[src/rtl/fetch_unit.sv]
// -----------------------------------------------------------------------------
// fetch_unit
//   Instruction-fetch stage: owns the PC, drives the I-cache read handshake and
//   holds the IF/ID pipeline register. Cache wait states, redirects that arrive
//   while an access is stalled, and decode stalls that coincide with a fetch
//   completing are absorbed here (the latter through a one-entry skid buffer).
//
// Ports
//   clk, rst_n        clock (rising edge), synchronous active-low reset
//   stall_pc          hold IF/ID and freeze PC advance
//   flush_if_id       squash IF/ID (and the skid buffer)
//   redirect_valid    taken branch/jump this cycle, target on redirect_pc
//   icache_stall      cache busy; icache_rdata valid when ren=1 and stall=0
//   icache_rdata      fetched instruction word
//   icache_ren        read request
//   icache_addr       request address, stable while icache_stall=1
//   if_id_valid/pc/inst  IF/ID pipeline register
//   fetch_busy        the request in flight was held by the cache last cycle
// -----------------------------------------------------------------------------
module fetch_unit #(
   parameter logic [31:0] RESET_PC = 32'h0000_0000,
   parameter logic [31:0] NOP_INST = 32'h0000_0013
) (
   input  logic        clk,
   input  logic        rst_n,
   input  logic        stall_pc,
   input  logic        flush_if_id,
   input  logic        redirect_valid,
   input  logic [31:0] redirect_pc,
   input  logic        icache_stall,
   input  logic [31:0] icache_rdata,
   output logic        icache_ren,
   output logic [31:0] icache_addr,
   output logic        if_id_valid,
   output logic [31:0] if_id_pc,
   output logic [31:0] if_id_inst,
   output logic        fetch_busy
);

   typedef enum logic [1:0] {
      BOOT  = 2'd0,
      FETCH = 2'd1,
      DROP  = 2'd2
   } state_t;

   state_t      state;
   state_t      state_nxt;

   logic [31:0] pc;
   logic [31:0] pend_pc;
   logic        buf_valid;
   logic [31:0] buf_pc;
   logic [31:0] buf_inst;
   logic        busy_q;

   logic        fetch_done;
   logic        hold_redirect;

   assign fetch_done    = (state == FETCH) && icache_ren && !icache_stall;
   // A redirect landing on a request the cache is still holding cannot move
   // the address; park the target until the stalled access retires.
   assign hold_redirect = redirect_valid && icache_ren && icache_stall;

   // ---------------------------------------------------------------- state reg
   always_ff @(posedge clk) begin
      if (!rst_n) begin
         state <= BOOT;
      end else begin
         state <= state_nxt;
      end
   end

   // --------------------------------------------------------------- next state
   always_comb begin
      state_nxt = state;
      case (state)
         BOOT:    state_nxt = FETCH;
         FETCH:   if (hold_redirect) state_nxt = DROP;
         DROP:    if (!icache_stall) state_nxt = FETCH;
         default: state_nxt = BOOT;
      endcase
   end

   // ------------------------------------------------------------------ outputs
   always_comb begin
      icache_ren  = 1'b0;
      icache_addr = pc;
      fetch_busy  = busy_q;
      case (state)
         FETCH:   icache_ren = !buf_valid;
         DROP:    icache_ren = 1'b1;
         default: icache_ren = 1'b0;
      endcase
   end

   // ----------------------------------------------------------------- datapath
   always_ff @(posedge clk) begin
      if (!rst_n) begin
         pc          <= RESET_PC;
         pend_pc     <= RESET_PC;
         buf_valid   <= 1'b0;
         buf_pc      <= '0;
         buf_inst    <= NOP_INST;
         busy_q      <= 1'b0;
         if_id_valid <= 1'b0;
         if_id_pc    <= '0;
         if_id_inst  <= NOP_INST;
      end else begin
         busy_q <= icache_ren && icache_stall;

         // PC: redirect wins; a flushed completion still advances the PC.
         if (redirect_valid) begin
            if (hold_redirect) begin
               pend_pc <= redirect_pc;
            end else begin
               pc <= redirect_pc;
            end
         end else if ((state == DROP) && !icache_stall) begin
            pc <= pend_pc;
         end else if (fetch_done) begin
            pc <= pc + 32'd4;
         end

         // Skid buffer
         if (redirect_valid || flush_if_id) begin
            buf_valid <= 1'b0;
         end else if (stall_pc) begin
            if (fetch_done) begin
               buf_valid <= 1'b1;
               buf_pc    <= pc;
               buf_inst  <= icache_rdata;
            end
         end else if (buf_valid) begin
            buf_valid <= 1'b0;
         end

         // IF/ID register
         if (redirect_valid || flush_if_id) begin
            if_id_valid <= 1'b0;
            if_id_inst  <= NOP_INST;
         end else if (stall_pc) begin
            // hold
         end else if (buf_valid) begin
            if_id_valid <= 1'b1;
            if_id_pc    <= buf_pc;
            if_id_inst  <= buf_inst;
         end else if (fetch_done) begin
            if_id_valid <= 1'b1;
            if_id_pc    <= pc;
            if_id_inst  <= icache_rdata;
         end else begin
            if_id_valid <= 1'b0;
            if_id_inst  <= NOP_INST;
         end
      end
   end

endmodule

[config.mk]
export PLATFORM = sky130hd
export DESIGN_NAME = fetch_unit
export DESIGN_NICKNAME = d
export VERILOG_FILES = /design/src/rtl/fetch_unit.sv
export SDC_FILE = /design/constraint.sdc
export NUM_CORES = 1
export LEC_CHECK = 0
export BUFFER_PORTS_ARGS = -buffer_cell sky130_fd_sc_hd__buf_4
export CORE_MARGIN = 2
export CORE_UTILIZATION = 46
export DETAILED_ROUTE_END_ITERATION = 8
export HOLD_SLACK_MARGIN = 0.12
export PLACE_DENSITY = 0.7
export SLEW_MARGIN = 10
export SYNTH_ARGS = -nofsm -noshare
export SYNTH_HDL_FRONTEND = slang
export SYNTH_SLANG_ARGS = --single-unit
export TNS_END_PERCENT = 5
[constraint.sdc]
create_clock -name clk -period 5.07 [get_ports clk]
set_clock_uncertainty 0.1 [all_clocks]
set_input_delay 0 -clock clk [delete_from_list [all_inputs] [get_ports clk]]
set_output_delay 0 -clock clk [all_outputs]
set_load 0.02 [all_outputs]
==> impl_metrics.ini <==
[clock_network]
post-cts-setup-buffers = 0
clk_latency_ps = 440
h-tree-depth = 4
clock-root-buffer = clkbuf_16
clockBufferDepth = 2
clk_pin_slew_worst_paths_ps = 70
cts_buffers = 17
clkSinkCount = 197
cts_resized = 0
cts_tree = built

[cells_and_area]
area_growth_syn_to_layout_pct = 28.9
multi_input_area_mm2 = 0.00446
final_cells = 1508
regArea_mm2 = 0.00395
final_cell_mix = dfxtp_1 (196), nand2_1 (178), buf_4 (176), nor2_1 (141), a21oi_1 (127)
fin_nets = 1335
mostFrequentLayoutCell = dfxtp_1
n_fill_cell = 1663
drive_gt1_share_pct = 17.5

[sta]
hold_violations = 0
maxSlewViolCount = 0
rsz0062_at_grt = false
slew_headroom_pct = 23.0
period_needed_ps = 3600
tightest_slew_ps = 1150
setup_tns_ps = 0
fin_crit_sh_pct = 71.0
finalHoldWorstSlack_ps = 253
fin_ws_ps = 1470
fmax_ghz = 0.278
setup-violations-final = 0

[min_path]
hp-class = primary input to flop
holdPathEnd = pend_pc[13]$_SDFFE_PN0P_
holdCritStartpoint = redirect_pc[13]
hold_depth = 4

[synth]
avgSynthCellArea_um2 = 8.11
yosys_warnings = 0
synth_cell_types = 60
synth_flop_cell = dfxtp_1
seq_area_frac_synth_pct = 44.7
netlist_area_mm2 = 0.00882
yosys_register_bits = 197
synthesis.nets = 1162
syn_inst = 1087
synth_edf_count = 0
synthArstFlopShare_pct = 0

[power]
p_int_uw = 2790
clockPowerShare_pct = 30.9
power_density_mw_per_mm2 = 370
power_uw = 4210
power.leakage_uw = 0.00437
seqPwrFrac_pct = 44.6
p_sw_uw = 1420
swShare_pct = 33.7
power_frac_comb_pct = 24.5
vdd.ir_drop.worst_mv = 0.269

[floorplan]
start_util_pct = 47.0
core_area_mm2 = 0.0188
fp.dieH_um = 142
dieArea_mm2 = 0.0203
rows = 50
ioPinCount = 169
dieWidth_um = 142

[drt]
final_antenna_net_count = 0
detail_route.vias_per_cell = 5.65
drt_iter0_markers = 584
dr_total_vias = 8520
wl_per_cell_um = 16.9
drc = 0
drt_pass1_iterations = 5
wl_mm = 25.4

[global_routing]
grt_max_degree = 101
grt_overflow_total = 0
grt_pass1_wl_mm = 40.7
track_usage_pct = 25.0
grt_antenna_before_repair = 0
grt_pass1_vias = 8021

[setup_path]
r2r-start = state[0]$_SDFFE_PN0P_
crit_required_ps = 5300
cp.arrival_ps = 3830
end_kind = flop
worstPathMaxFanout = 36
r2r_slack_ps = 1470
path_class = flop to flop
cp-start-kind = flop
r2r_cells = 6
regToRegEndpoint = icache_addr[7]$_SDFFE_PN0P_

[place]
place_ws_ps = 1770
place_inst = 1399
hpwl_mm = 15.8
port_buffers = 168
gp_congestion = 0.837

[run_status]
status = finished clean

[job]
maxCapViolCount = 0
-- repair_timing --
item	CTS	global route
hold buffers	76	0
endpoints found under the hold margin	137	0
endpoints found under the setup margin	0	0
-- stage by stage --
step                      util [%]  instance area, um^2
after CTS                     60.6                11400
after detailed placement      53.6                10100
after global placement        53.6                10100
after global routing          60.6                11400
after floorplan                  -                 8820
final                         60.6                11400
-- registers in the layout, summed over array words and instances, names as in the netlist --
name / flops
buf_inst: 32
buf_pc: 32
icache_addr: 32
if_id_inst: 32
if_id_pc: 32
pend_pc: 32
state: 2
buf_valid: 1
fetch_busy: 1
if_id_valid: 1
-- critical path: stages, from the launching register on --
cell and delay [ps]:
dfxtp_1 390, inv_1 80, ha_1 400, and4bb_2 790
a211o_1 950, a31oi_1 160, dlygate4sd3_1 610
-- layout make-up --
cell class	instances	share of cell area, %
antenna	1	0.0220
clock buffer	21	3.96
clock inverter	11	0.902
inverter	9	0.319
multi-input combinational	783	39.2
sequential	197	34.7
tap	234	2.57
timing repair buffer	252	18.3
-- worst max path at each step --
| stage | slack, ps | start | endpoint | cells past startpoint |
|---|---|---|---|---|
| 6_report | 1470 | state[0]$_SDFFE_PN0P_ | icache_addr[7]$_SDFFE_PN0P_ | 6 |
| 4_1_cts | 1500 | state[0]$_SDFFE_PN0P_ | icache_addr[7]$_SDFFE_PN0P_ | 6 |
| 5_1_grt | 1230 | state[0]$_SDFFE_PN0P_ | icache_addr[7]$_SDFFE_PN0P_ | 6 |
| 2_1_floorplan | 2940 | state[0]$_SDFFE_PN0P_ | icache_addr[29]$_SDFFE_PN0P_ | 8 |
| 3_5_place_dp | 1770 | state[0]$_SDFFE_PN0P_ | icache_addr[29]$_SDFFE_PN0P_ | 7 |
| 3_3_place_gp | 1840 | buf_valid$_SDFFE_PP0N_ | icache_addr[29]$_SDFFE_PN0P_ | 5 |
-- cells by family (layout without fill, tap and decap cells) --
logic type	Yosys count	count (layout)	share of synthesized area [%]
flops	197	197	44.7
mux	61	61	6.92
other cells	0	1	0
simple gates	409	409	20.5
fa+ha+maj	5	5	0.709
buf+inv	107	293	5.04
xor+xnor	11	11	1.09
compound gates	297	297	21.1
-- layer usage --
| metal | share of wire (%) | global-route usage (%) |
|---|---|---|
| met5 | 0 | 0 |
| met4 | 2.0 | 9.22 |
| met3 | 6.0 | 4.14 |
| met2 | 48 | 41.9 |
| met1 | 43 | 32.5 |
-- synth_stat cells (all sizes together), types with 8 or more instances --
master,n,area [um^2]
dfxtp,197,3940
nand2,179,674
nor2,141,529
a21oi,127,636
mux2i,61,611
clkbuf,58,220
buf,40,190
o21ai,36,180
a211oi,34,260
a22oi,30,225
nand3,23,133
o211ai,16,120
nor3,13,65.1
nand4,10,62.6
nor4,10,90.1
inv,9,33.8
a31oi,8,50.1
o211a,8,80.1
-- power groups by stage --
stage	sequential, uW	clock [uW]	combinational [uW]
2_1_floorplan	1890	0	607
3_3_place_gp	1900	0	962
3_5_place_dp	1900	0	974
4_1_cts	1870	1310	1030
5_1_grt	1890	1380	1130
6_report	1880	1300	1030
Note: power is estimated with default switching activity, not from simulation.
